`config.mk`:
```
export PLATFORM = sky130hd
export DESIGN_NAME = pc_stack_n2t
export DESIGN_NICKNAME = d
export VERILOG_FILES = /design/src/rtl/pc_stack_pkg.sv /design/src/rtl/lifo_n2t.sv /design/src/rtl/pc_stack_n2t.sv
export SDC_FILE = /design/constraint.sdc
export NUM_CORES = 1
export LEC_CHECK = 0
export ABC_AREA = 1
export CORE_ASPECT_RATIO = 0.9
export CORE_MARGIN = 5
export CORE_UTILIZATION = 45
export CTS_CLUSTER_SIZE = 20
export DETAILED_ROUTE_END_ITERATION = 8
export PLACE_DENSITY = 0.66
export SYNTH_ARGS = -nofsm -noshare
export SYNTH_HDL_FRONTEND = slang
export SYNTH_SLANG_ARGS = --single-unit
```
`constraint.sdc`:
```
create_clock -name clk -period 2.3 [get_ports clk]
set_input_delay 0.46 -clock clk [delete_from_list [all_inputs] [get_ports clk]]
set_output_delay 0.46 -clock clk [all_outputs]
set_load 0.01 [all_outputs]
```
`src/rtl/pc_stack_pkg.sv`:
```
// pc_stack_pkg: command encoding and priority decode for the program counter
package pc_stack_pkg;
  typedef enum logic [2:0] {OP_HOLD, OP_INC, OP_LOAD, OP_CALL, OP_RET, OP_CLR} pc_op_e;

  function automatic pc_op_e pc_decode(input logic clr, input logic ret, input logic call,
                                       input logic load, input logic inc);
    return clr ? OP_CLR : ret ? OP_RET : call ? OP_CALL : load ? OP_LOAD : inc ? OP_INC : OP_HOLD;
  endfunction
endpackage

```
`src/rtl/lifo_n2t.sv`:
```
// lifo_n2t: register-based return-address LIFO with occupancy count
module lifo_n2t #(
  parameter int WIDTH = 16,
  parameter int DEPTH = 8,
  localparam int CNT_W = $clog2(DEPTH) + 1
) (
  input  logic             clk,
  input  logic             rst_n,
  input  logic             clr,
  input  logic             push,
  input  logic             pop,
  input  logic [WIDTH-1:0] wdata,
  output logic [WIDTH-1:0] rdata,
  output logic [CNT_W-1:0] count,
  output logic             full,
  output logic             empty
);
  localparam int AW = $clog2(DEPTH);
  logic [WIDTH-1:0] mem_q [DEPTH];
  logic [CNT_W-1:0] cnt_q, cnt_d;
  logic do_push, do_pop;
  assign full    = cnt_q == CNT_W'(DEPTH);
  assign empty   = cnt_q == '0;
  assign do_pop  = pop && !empty && !clr;
  assign do_push = push && !full && !clr && !do_pop;
  assign cnt_d   = clr ? '0 : do_pop ? cnt_q - CNT_W'(1) : do_push ? cnt_q + CNT_W'(1) : cnt_q;
  always_ff @(posedge clk or negedge rst_n)
    if (!rst_n) cnt_q <= '0;
    else cnt_q <= cnt_d;
  // storage needs no reset: it is only read below a valid count
  always_ff @(posedge clk)
    if (do_push) mem_q[cnt_q[AW-1:0]] <= wdata;
  assign rdata = mem_q[cnt_q[AW-1:0] - AW'(1)];
  assign count = cnt_q;
endmodule

```
`src/rtl/pc_stack_n2t.sv`:
```
// pc_stack_n2t: program counter with call/return stack and sticky
// overflow/underflow flags
module pc_stack_n2t
  import pc_stack_pkg::*;
#(
  parameter int WIDTH = 16,
  parameter int DEPTH = 8,
  localparam int CNT_W = $clog2(DEPTH) + 1
) (
  input  logic             clk,
  input  logic             rst_n,
  input  logic [WIDTH-1:0] in,
  input  logic             clr,
  input  logic             ret,
  input  logic             call,
  input  logic             load,
  input  logic             inc,
  output logic [WIDTH-1:0] out,
  output logic [CNT_W-1:0] depth_cnt,
  output logic             stack_full,
  output logic             stack_empty,
  output logic             overflow,
  output logic             underflow
);
  pc_op_e op;
  logic [WIDTH-1:0] out_q, out_d, top;
  logic ovf_q, ovf_d, udf_q, udf_d;
  assign op = pc_decode(clr, ret, call, load, inc);
  lifo_n2t #(.WIDTH(WIDTH), .DEPTH(DEPTH)) u_lifo (
    .clk(clk), .rst_n(rst_n), .clr(op == OP_CLR),
    .push(op == OP_CALL && !stack_full), .pop(op == OP_RET && !stack_empty),
    .wdata(out_q + WIDTH'(1)), .rdata(top), .count(depth_cnt),
    .full(stack_full), .empty(stack_empty)
  );
  always_comb begin
    out_d = op == OP_CLR ? '0 :
            op == OP_RET ? (stack_empty ? out_q : top) :
            (op == OP_CALL || op == OP_LOAD) ? in :
            op == OP_INC ? out_q + WIDTH'(1) : out_q;
    ovf_d = op == OP_CLR ? 1'b0 : ovf_q | (op == OP_CALL && stack_full);
    udf_d = op == OP_CLR ? 1'b0 : udf_q | (op == OP_RET && stack_empty);
  end
  always_ff @(posedge clk or negedge rst_n)
    if (!rst_n) begin
      out_q <= '0;
      ovf_q <= 1'b0;
      udf_q <= 1'b0;
    end else begin
      out_q <= out_d;
      ovf_q <= ovf_d;
      udf_q <= udf_d;
    end
  assign out       = out_q;
  assign overflow  = ovf_q;
  assign underflow = udf_q;
endmodule
```
Word-level counts from Yosys, hierarchy flattened

Memories as Yosys holds them, arrays and structs flattened.
Cells that the tools add are included.

Register bits after elaboration: 22
Memory bits (writable): 128
Input port bits: 23
Output and inout port bits: 24
Logic and storage cells: 53
Memories: 1

Add/subtract/negate cells: 4
Eq/ne operators: 7
Multiplexer cells: 17
Bitwise logic cells: 2
Reductions and logical operators: 18

Memory list:

| name         | depth | bits a word | read ports | clocked after memory_dff | wr ports | RTL line       | RTL |
|---|---|---|---|---|---|---|---|
| u_lifo.mem_q | 8     | 16          | 1          | 0                        | 1        | lifo_n2t.sv:19 | `logic [WIDTH-1:0] mem_q [DEPTH];` |

Operator list:

| operator                                              | count |
|---|---|
| 2-to-1 mux 16 bit                                     | 5 |
| adder 16 x 1 -> 16 bit, second input constant         | 1 |
| 2-to-1 mux 4 bit                                      | 3 |
| logical AND 1 bit                                     | 9 |
| equality test 3 x 2 -> 1 bit, second input constant   | 2 |
| equality test 3 bit, second input constant            | 2 |
| 2-to-1 mux 3 bit                                      | 2 |
| 2-to-1 mux 1 bit                                      | 5 |
| adder 4 x 1 -> 4 bit, second input constant           | 1 |
| equality test 4 bit, second input constant            | 1 |
| logical NOT 1 bit                                     | 4 |
| logical NOT 4 bit                                     | 1 |
| 2-to-1 mux 2 bit                                      | 2 |
| nonzero test 4 bit                                    | 1 |
| subtractor 4 x 1 -> 4 bit, second input constant      | 1 |
| equality test 3 x 1 -> 1 bit, second input constant   | 1 |
| inequality test 3 x 2 -> 1 bit, second input constant | 1 |
| nonzero test 3 bit                                    | 1 |
| subtractor 3 x 1 -> 3 bit, second input constant      | 1 |
| bitwise OR 1 bit                                      | 2 |
| AND reduction 2 bit                                   | 1 |
| logical OR 1 bit                                      | 1 |

Logic depth before layout (Yosys ltp)

Gate-level depths: netlist (run 1).

Depth after elaboration: 14
Gate-level depth with buffers: 15
Mapped depth without buffers: 12

Hierarchy

A second synthesis (run 1) with hierarchy kept.

Cell total of the unflattened synthesis: 731
Area, all modules: 7060.5 sq um

Modules (own cells, without submodules):

| module       | times used | cells each | area each (sq um) | sequential area each (sq um) |
|---|---|---|---|---|
| lifo_n2t     | 1          | 473        | 5489.0            | 3943.8 |
| pc_stack_n2t | 1          | 258        | 1571.5            | 450.4 |

Least setup slack after synthesis (run 1)

Ideal clock, no wire load.

Kind: reg2reg
Start point: register u_lifo.cnt_q[0], in the netlist u_lifo.count[0]
End point: memory u_lifo.mem_q[0][0] (enable)
Library setup time: 0.388 ns
Data arrival time: 2.140 ns
Required time: 1.912 ns
Setup slack: -0.228 ns
Stages on the path, launching flop included: 11
Buffers on the path: 3
Period minus slack after synthesis: 2.528 ns
Cell sequence: dfrtp_1 -> buf_2 -> inv_2 -> buf_6 -> buf_4 -> ha_1 -> nand3_1 -> nand2_1 -> inv_1 -> nand2_1 -> nor2_1

Longest elaborated chain between the ends: 9
Elaborated cells between the ends (all ways): 14
Those cells by class: 1 x eq/ne; 2 x mux; 11 x reduce/logical

Ends and longest elaborated chain:

| element                                | RTL line                           | RTL |
|---|---|---|
| start: declaration                     | lifo_n2t.sv:20                     | `logic [CNT_W-1:0] cnt_q, cnt_d;` |
| start signal: assignment               | lifo_n2t.sv:29                     | `else cnt_q <= cnt_d;` |
| logical NOT 4 bit                      | lifo_n2t.sv:23                     | `assign empty = cnt_q == '0;` |
| logical NOT 1 bit                      | lifo_n2t.sv:24, pc_stack_n2t.sv:31 |  |
| logical AND 1 bit                      | pc_stack_n2t.sv:31                 | `.push(op == OP_CALL && !stack_full), .pop(op == OP_RET && !stack_empty),` |
| logical AND 1 bit (2 in series)        | lifo_n2t.sv:24                     | `assign do_pop = pop && !empty && !clr;` |
| logical NOT 1 bit                      | lifo_n2t.sv:25                     | `assign do_push = push && !full && !clr && !do_pop;` |
| logical AND 1 bit                      | lifo_n2t.sv:25                     |  |
| 2-to-1 mux 1 bit                       | lifo_n2t.sv:32                     | `if (do_push) mem_q[cnt_q[AW-1:0]] <= wdata;` |
| 2-to-1 mux 1 bit (implied by the code) | lifo_n2t.sv:32                     |  |
| end: declaration                       | lifo_n2t.sv:19                     |  |

Several ways; a longest one is shown, not always the timed one.

Worst setup path in the final report (run 1)

Start point: register u_lifo.cnt_q[0], in the netlist u_lifo.count[0]
End point: output depth_cnt[0]

RTL lines:

| element          | RTL line           | RTL |
|---|---|---|
| end: declaration | pc_stack_n2t.sv:19 | `output logic [CNT_W-1:0] depth_cnt,` |

No word-level cell between the ends.

==> run metrics, run 1 <==
Placed Area=between 7000 and 8000 um^2; Root Driver=clkbuf_16; CTS tree=built; Die Width=~140 um; cell with the most instances after synthesis=nand2_1; Worst-Skew Late Latency=0.43 ns; initial antenna violation count=0; via count=5314; clock skew=~0.021 ns; site row count=43; gpl congestion=between 0.8 and 0.9; die area=18200 um^2; fmax=462 MHz; Total GRT Usage=20.2%; clock slew at reported path FFs=0.07 ns; Initial Util=45.7%; Hold Crit Class=input pin to asynchronous set/reset pin; Synth top cells by count=nand2_1, nand3_1, edfxtp_1, inv_1, nor2_1; CP arrival=1.70 ns; drt initial violations=~560; worst-margin pin slew=0.443 ns; Final #Nets=about 830; Post-DP HPWL=between 10000 and 15000 um; Clk pwr share=27.8%; IO Port Bufs=46; die height=128 um; top cells by area, synth=edfxtp_1, nand2_1, nand3_1; CORE AREA=15300 um^2; drt wl/cell=17.2 um; largest net degree at the start of global routing=66; CTS max path bufs=2; via/cell ratio=5.23; share of the synthesized area in the top cell type=54.8%; P per Cell Area=1180 nW/um^2; critical path data required time=1.84 ns; EDFF count, synth=128; multi-input logic area=2200 um^2; clk sink count=150; RSZ-0062 raised after global routing=no; Yosys top cell by area=edfxtp_1; Remaining Overflow, GRT=0; net load switching power=3730 uW; fin crit share=94.1%; crit path launch type=flop; Post-Route WL=between 15000 and 20000 um; Final Core Density=54.9%; status=complete, no violations; Mapped Cells=732; Synth Flop Type=edfxtp_1; final setup violation count=0; Syn Nets=about 760; Max-cap violations=0; Rel. slew slack=70.5%; CP endpoint kind=output pin; VDD IR max=0.000895 V; n_diodes=0; worst-path fanout max=31; Slew Limit Fails=0; Reg area=4400 um^2; cell area after layout=8420 um^2; CTS buffer count=17; drt pass-1 iters=6; worst setup path category=flop to output pin; DRC Markers=0; WHS=0.400 ns; # IOs=between 40 and 50; sequential share of power=36.0%; post-synthesis sequential area ratio=62.7%; crit path time final=about 2.2 ns; Mapped Avg Cell Area=9.58 um^2; Lkg Pwr=0.00350 uW; Hold Vio Cnt, Final=0; unique cell type count in the Yosys netlist=29; share of post-route cells with drive strength above 1=10.8%; vias in the first global route=5107; YS warnings=0; Antenna Violating Nets Remaining=0; Hold-fix buffers, CTS=0; Syn Std Cell Area=7010 um^2; Internal=6240 uW; fillcell total=~1400; H-Tree Depth=4; Post-synth ARST share=between 10% and 20%; first-pass GRT wire length=between 20000 and 30000 um; Reg2Reg Setup Slack=about 0.28 ns; Setup TNS Final=0 ns; Area Growth Syn to Fin=20.1%; synthesis-stage register bit count=150; Combinational Power Share=36.2%; Sw Share=37.5%
## per-stage QoR
step | worst slack, ns | std cells | total power [uW]
finish | 0.136 | 1017 | 9970
global route | 0.0505 | 1017 | 10600
CTS | 0.107 | 1017 | 10000
detailed placement | -0.0783 | 985 | 7250
global placement | -0.0346 | 985 | 7210
floorplan | -0.228 | 732 | 5940
## cells by family (layout without fill, tap and decap cells)
logic type / after synthesis / count (layout) / synth area share [%]
xor gates and xnor gates: 2 / 2 / 0.250
AOI/OAI and AO/OA: 19 / 19 / 1.71
adders and majority gates: 6 / 6 / 1.18
DFF: 150 / 150 / 62.7
buffers and inverters: 91 / 174 / 5.87
and+or+nand+nor: 464 / 464 / 28.3
## routing by layer
layer | vias to the layer above | part of all wire (%) | track usage, %
li1 | 2592 | - | -
met1 | 2487 | 44 | 28.1
met3 | 38 | 6.8 | 3.98
met5 | - | 0 | 0
met4 | 0 | 2.5 | 7.67
met2 | 197 | 47 | 31.8
## final timing paths
kind,start,end,cells past startpoint
hold reg to reg,underflow,underflow,2
setup / recovery,u_lifo.count[0],depth_cnt[0],2
max in group asynchronous,rst_n,u_lifo.count[0],2
min in group clk,underflow,underflow,2
hold / removal,rst_n,overflow,2
setup reg to reg,u_lifo.count[2],out[13],11
## power by group through the flow
stage	Clock (uW)	Combinational, uW	Sequential, uW
2_1_floorplan	0	2300	3640
3_3_place_gp	0	3580	3630
3_5_place_dp	0	3610	3630
4_1_cts	2820	3620	3580
5_1_grt	2940	4030	3610
6_report	2780	3610	3590
## cells in the final DEF, fill, tap and decap left out, types with 5 or more instances in the layout
master / Yosys / layout
dfrtp_1: 22 / 21
clkdlybuf4s50_1: 0 / 44
nor2_1: 26 / 26
inv_2: 7 / 7
buf_4: 9 / 33
inv_1: 53 / 53
ha_1: 5 / 5
nand2_1: 275 / 275
clkbuf_16: 0 / 17
nand3_1: 144 / 144
edfxtp_1: 128 / 128
inv_6: 0 / 5
a21oi_1: 6 / 6
## what timing repair did
| action | CTS | global route |
|---|---|---|
| endpoints found under the setup margin | 2 | 0 |
| setup buffers | 0 | 0 |
| resized for setup | 2 | 0 |
## state kept, by name (all words and copies together), names as in the netlist
signal and cells:
u_lifo.count 4, out 16, u_lifo.mem_q 128, overflow 1, underflow 1
## area by class of cell
| type | count | share of cell area (%) |
|---|---|---|
| flip-flops and latches | 150 | 52.2 |
| clock inverters | 14 | 1.93 |
| inverters | 61 | 2.75 |
| repair buffers | 81 | 8.85 |
| multi-input cells | 491 | 26.2 |
| clock buffers | 18 | 5.10 |
| well taps | 202 | 3.00 |
## critical path, cell delays in order, from the launching register on
cell and delay, ns:
dfrtp_2 0.36, buf_4 0.32, clkdlybuf4s50_1 0.61
(Power assumes the default switching activity.)
==> inputs of run 2 (changes only) <==
--- a/config.mk
+++ b/config.mk
@@ -12,6 +12,7 @@
 export CTS_CLUSTER_SIZE = 20
 export DETAILED_ROUTE_END_ITERATION = 8
 export PLACE_DENSITY = 0.66
+export REMOVE_ABC_BUFFERS = 1
 export SYNTH_ARGS = -nofsm -noshare
 export SYNTH_HDL_FRONTEND = slang
 export SYNTH_SLANG_ARGS = --single-unit
==> run metrics, run 2 (same netlist as run 1, synthesis figures left out) <==
status=complete, no violations; most frequent cells in the layout=nand2_1, nand3_1, edfxtp_1, inv_1, clkdlybuf4s50_1; Hold Crit Class=input pin to asynchronous set/reset pin; Rel. slew slack=68.3%; CTS tree=built; IO Port Bufs=46; die area=18200 um^2; n_diodes=0; crit path time final=roughly 2.2 ns; Die Width=142 um; Total GRT Usage=21.3%; worst-margin pin slew=0.475 ns; H-Tree Depth=4; CTS max path bufs=2; via/cell ratio=5.30; CTS buffer count=17; Post-Route WL=18300 um; crit path launch type=flop; WHS=0.408 ns; CP Launch Point=u_lifo.count[0]; CP endpoint kind=output pin; clk sink count=150; net load switching power=3650 uW; CORE AREA=approximately 15000 um^2; post-placement setup slack=0.0245 ns; via count=5379; Combinational Power Share=roughly 36%; share of post-route cells with drive strength above 1=approximately a tenth; path depth of the worst reg2reg path=11; first-pass GRT wire length=just under 30000 um; GR Layer Usage met2=between 30% and 40%; FF-to-FF End=out[10]; gpl congestion=0.919; Lkg Pwr=0.00351 uW; RSZ-0062 raised after global routing=no; clock slew at reported path FFs=0.06 ns; Worst-Skew Late Latency=0.42 ns; cell area after layout=8420 um^2; Setup TNS Final=0 ns; Top Usage Layer GRT=met2; Post-DP HPWL=between 10000 and 15000 um; sequential share of power=a little over a third; fmax=around 460 MHz; Sw Share=36.6%; Design Power=9970 uW; Slew Limit Fails=0; worst setup path category=flop to output pin; Root Driver=clkbuf_16; clock skew=0.00758 ns; Final #Nets=between 800 and 900; die height=128 um; CP arrival=1.71 ns; P per Cell Area=1180 nW/um^2; final setup violation count=0; initial antenna violation count=0; DRC Markers=0; Clk pwr share=around 28%; Internal=6320 uW; worst-path fanout max=39; vias in the first global route=5298; largest net degree at the start of global routing=40; drt initial violations=461; drt pass-1 iters=5; grt met3 use=6.06%; M1 GR Usage=29.0%; critical path data required time=1.84 ns; Final Worst Setup Slack=0.125 ns; Hold Vio Cnt, Final=0; Hold-fix buffers, CTS=0; Initial Util=45.7%; VDD IR max=0.000715 V; Max-cap violations=0; Reg2Reg Setup Slack=0.29 ns; FF-to-FF Start=out[0]; Area Growth Syn to Fin=20.1%; Critical Path End=depth_cnt[0]; max FFs per register=128; commonest non-fill, non-tap cell in the layout=nand2_1; Placed Area=7820 um^2; Remaining Overflow, GRT=0; drt wl/cell=18.1 um; fin crit share=94.6%; site row count=43; # IOs=47; Antenna Violating Nets Remaining=0
[run 2: cell types whose count changed in the layout (fill, tap and decap cells not counted)]
cell            change
inv_2               +1
buf_6               +1
inv_6               -4
dlygate4sd2_1       -1
clkinv_4            -2
clkinvlp_4          -1
clkbuf_8            +5
buf_4               -3
inv_1               -1
dlymetal6s2s_1      +1
clkbuf_1            +1
inv_8               -2
clkinv_2            +3
[run 2: metal layers]
metal	up-vias	wire length, um
li1	2568	-
met1	2580	7970
met2	202	8510
met3	29	1470
met4	0	395
met5	-	0
[run 2: layout make-up]
class                           instances  area [um^2]
Fill cell                            1373         6910
Sequential cell                       150         4400
Multi-Input combinational cell        491         2200
Timing Repair Buffer                   79          738
Clock buffer                           24          502
Tap cell                              202          253
Inverter                               61          231
Clock inverter                          8         95.1
[run 2: worst min path at each step]
stage / slack (ns) / startpoint / end
floorplan: 0.16 / rst_n / out[0]
detailed placement: 0.48 / underflow / underflow
global placement: 0.47 / underflow / underflow
finish: 0.41 / rst_n / out[3]
global route: 0.42 / rst_n / out[2]
CTS: 0.40 / rst_n / out[3]
[run 2: what timing repair did]
action | CTS | global route
pin swaps | 0 | 0
gates resized for setup | 3 | 1
gates cloned | 0 | 0
endpoints found under the setup margin | 3 | 1
setup buffers | 0 | 0
[run 2: through the flow]
stage	util, %	cells
floorplan	-	702
global placement	51.0	983
detailed placement	51.0	983
CTS	54.9	1015
global route	54.9	1015
finish	54.9	1015
[run 2: power groups by stage]
stage / clock [uW] / combinational [uW] / sequential, uW
5_1_grt: 2940 / 3970 / 3650
2_1_floorplan: 0 / 1960 / 3750
6_report: 2770 / 3580 / 3620
3_3_place_gp: 0 / 3500 / 3660
4_1_cts: 2800 / 3570 / 3620
3_5_place_dp: 0 / 3560 / 3660
[run 2: worst max-delay path: stages (launching register included)]
cell and delay [ns]:
dfrtp_2 0.37, buf_6 0.30, clkdlybuf4s50_1 0.61
==> inputs of run 3 (changes only) <==
--- a/config.mk
+++ b/config.mk
@@ -6,6 +6,7 @@
 export NUM_CORES = 1
 export LEC_CHECK = 0
 export ABC_AREA = 1
+export ABC_CLOCK_PERIOD_IN_PS = 2300
 export CORE_ASPECT_RATIO = 0.9
 export CORE_MARGIN = 5
 export CORE_UTILIZATION = 45
==> results of run 3 <==
Final layout, timing and power as in run 2 (identical DEF).
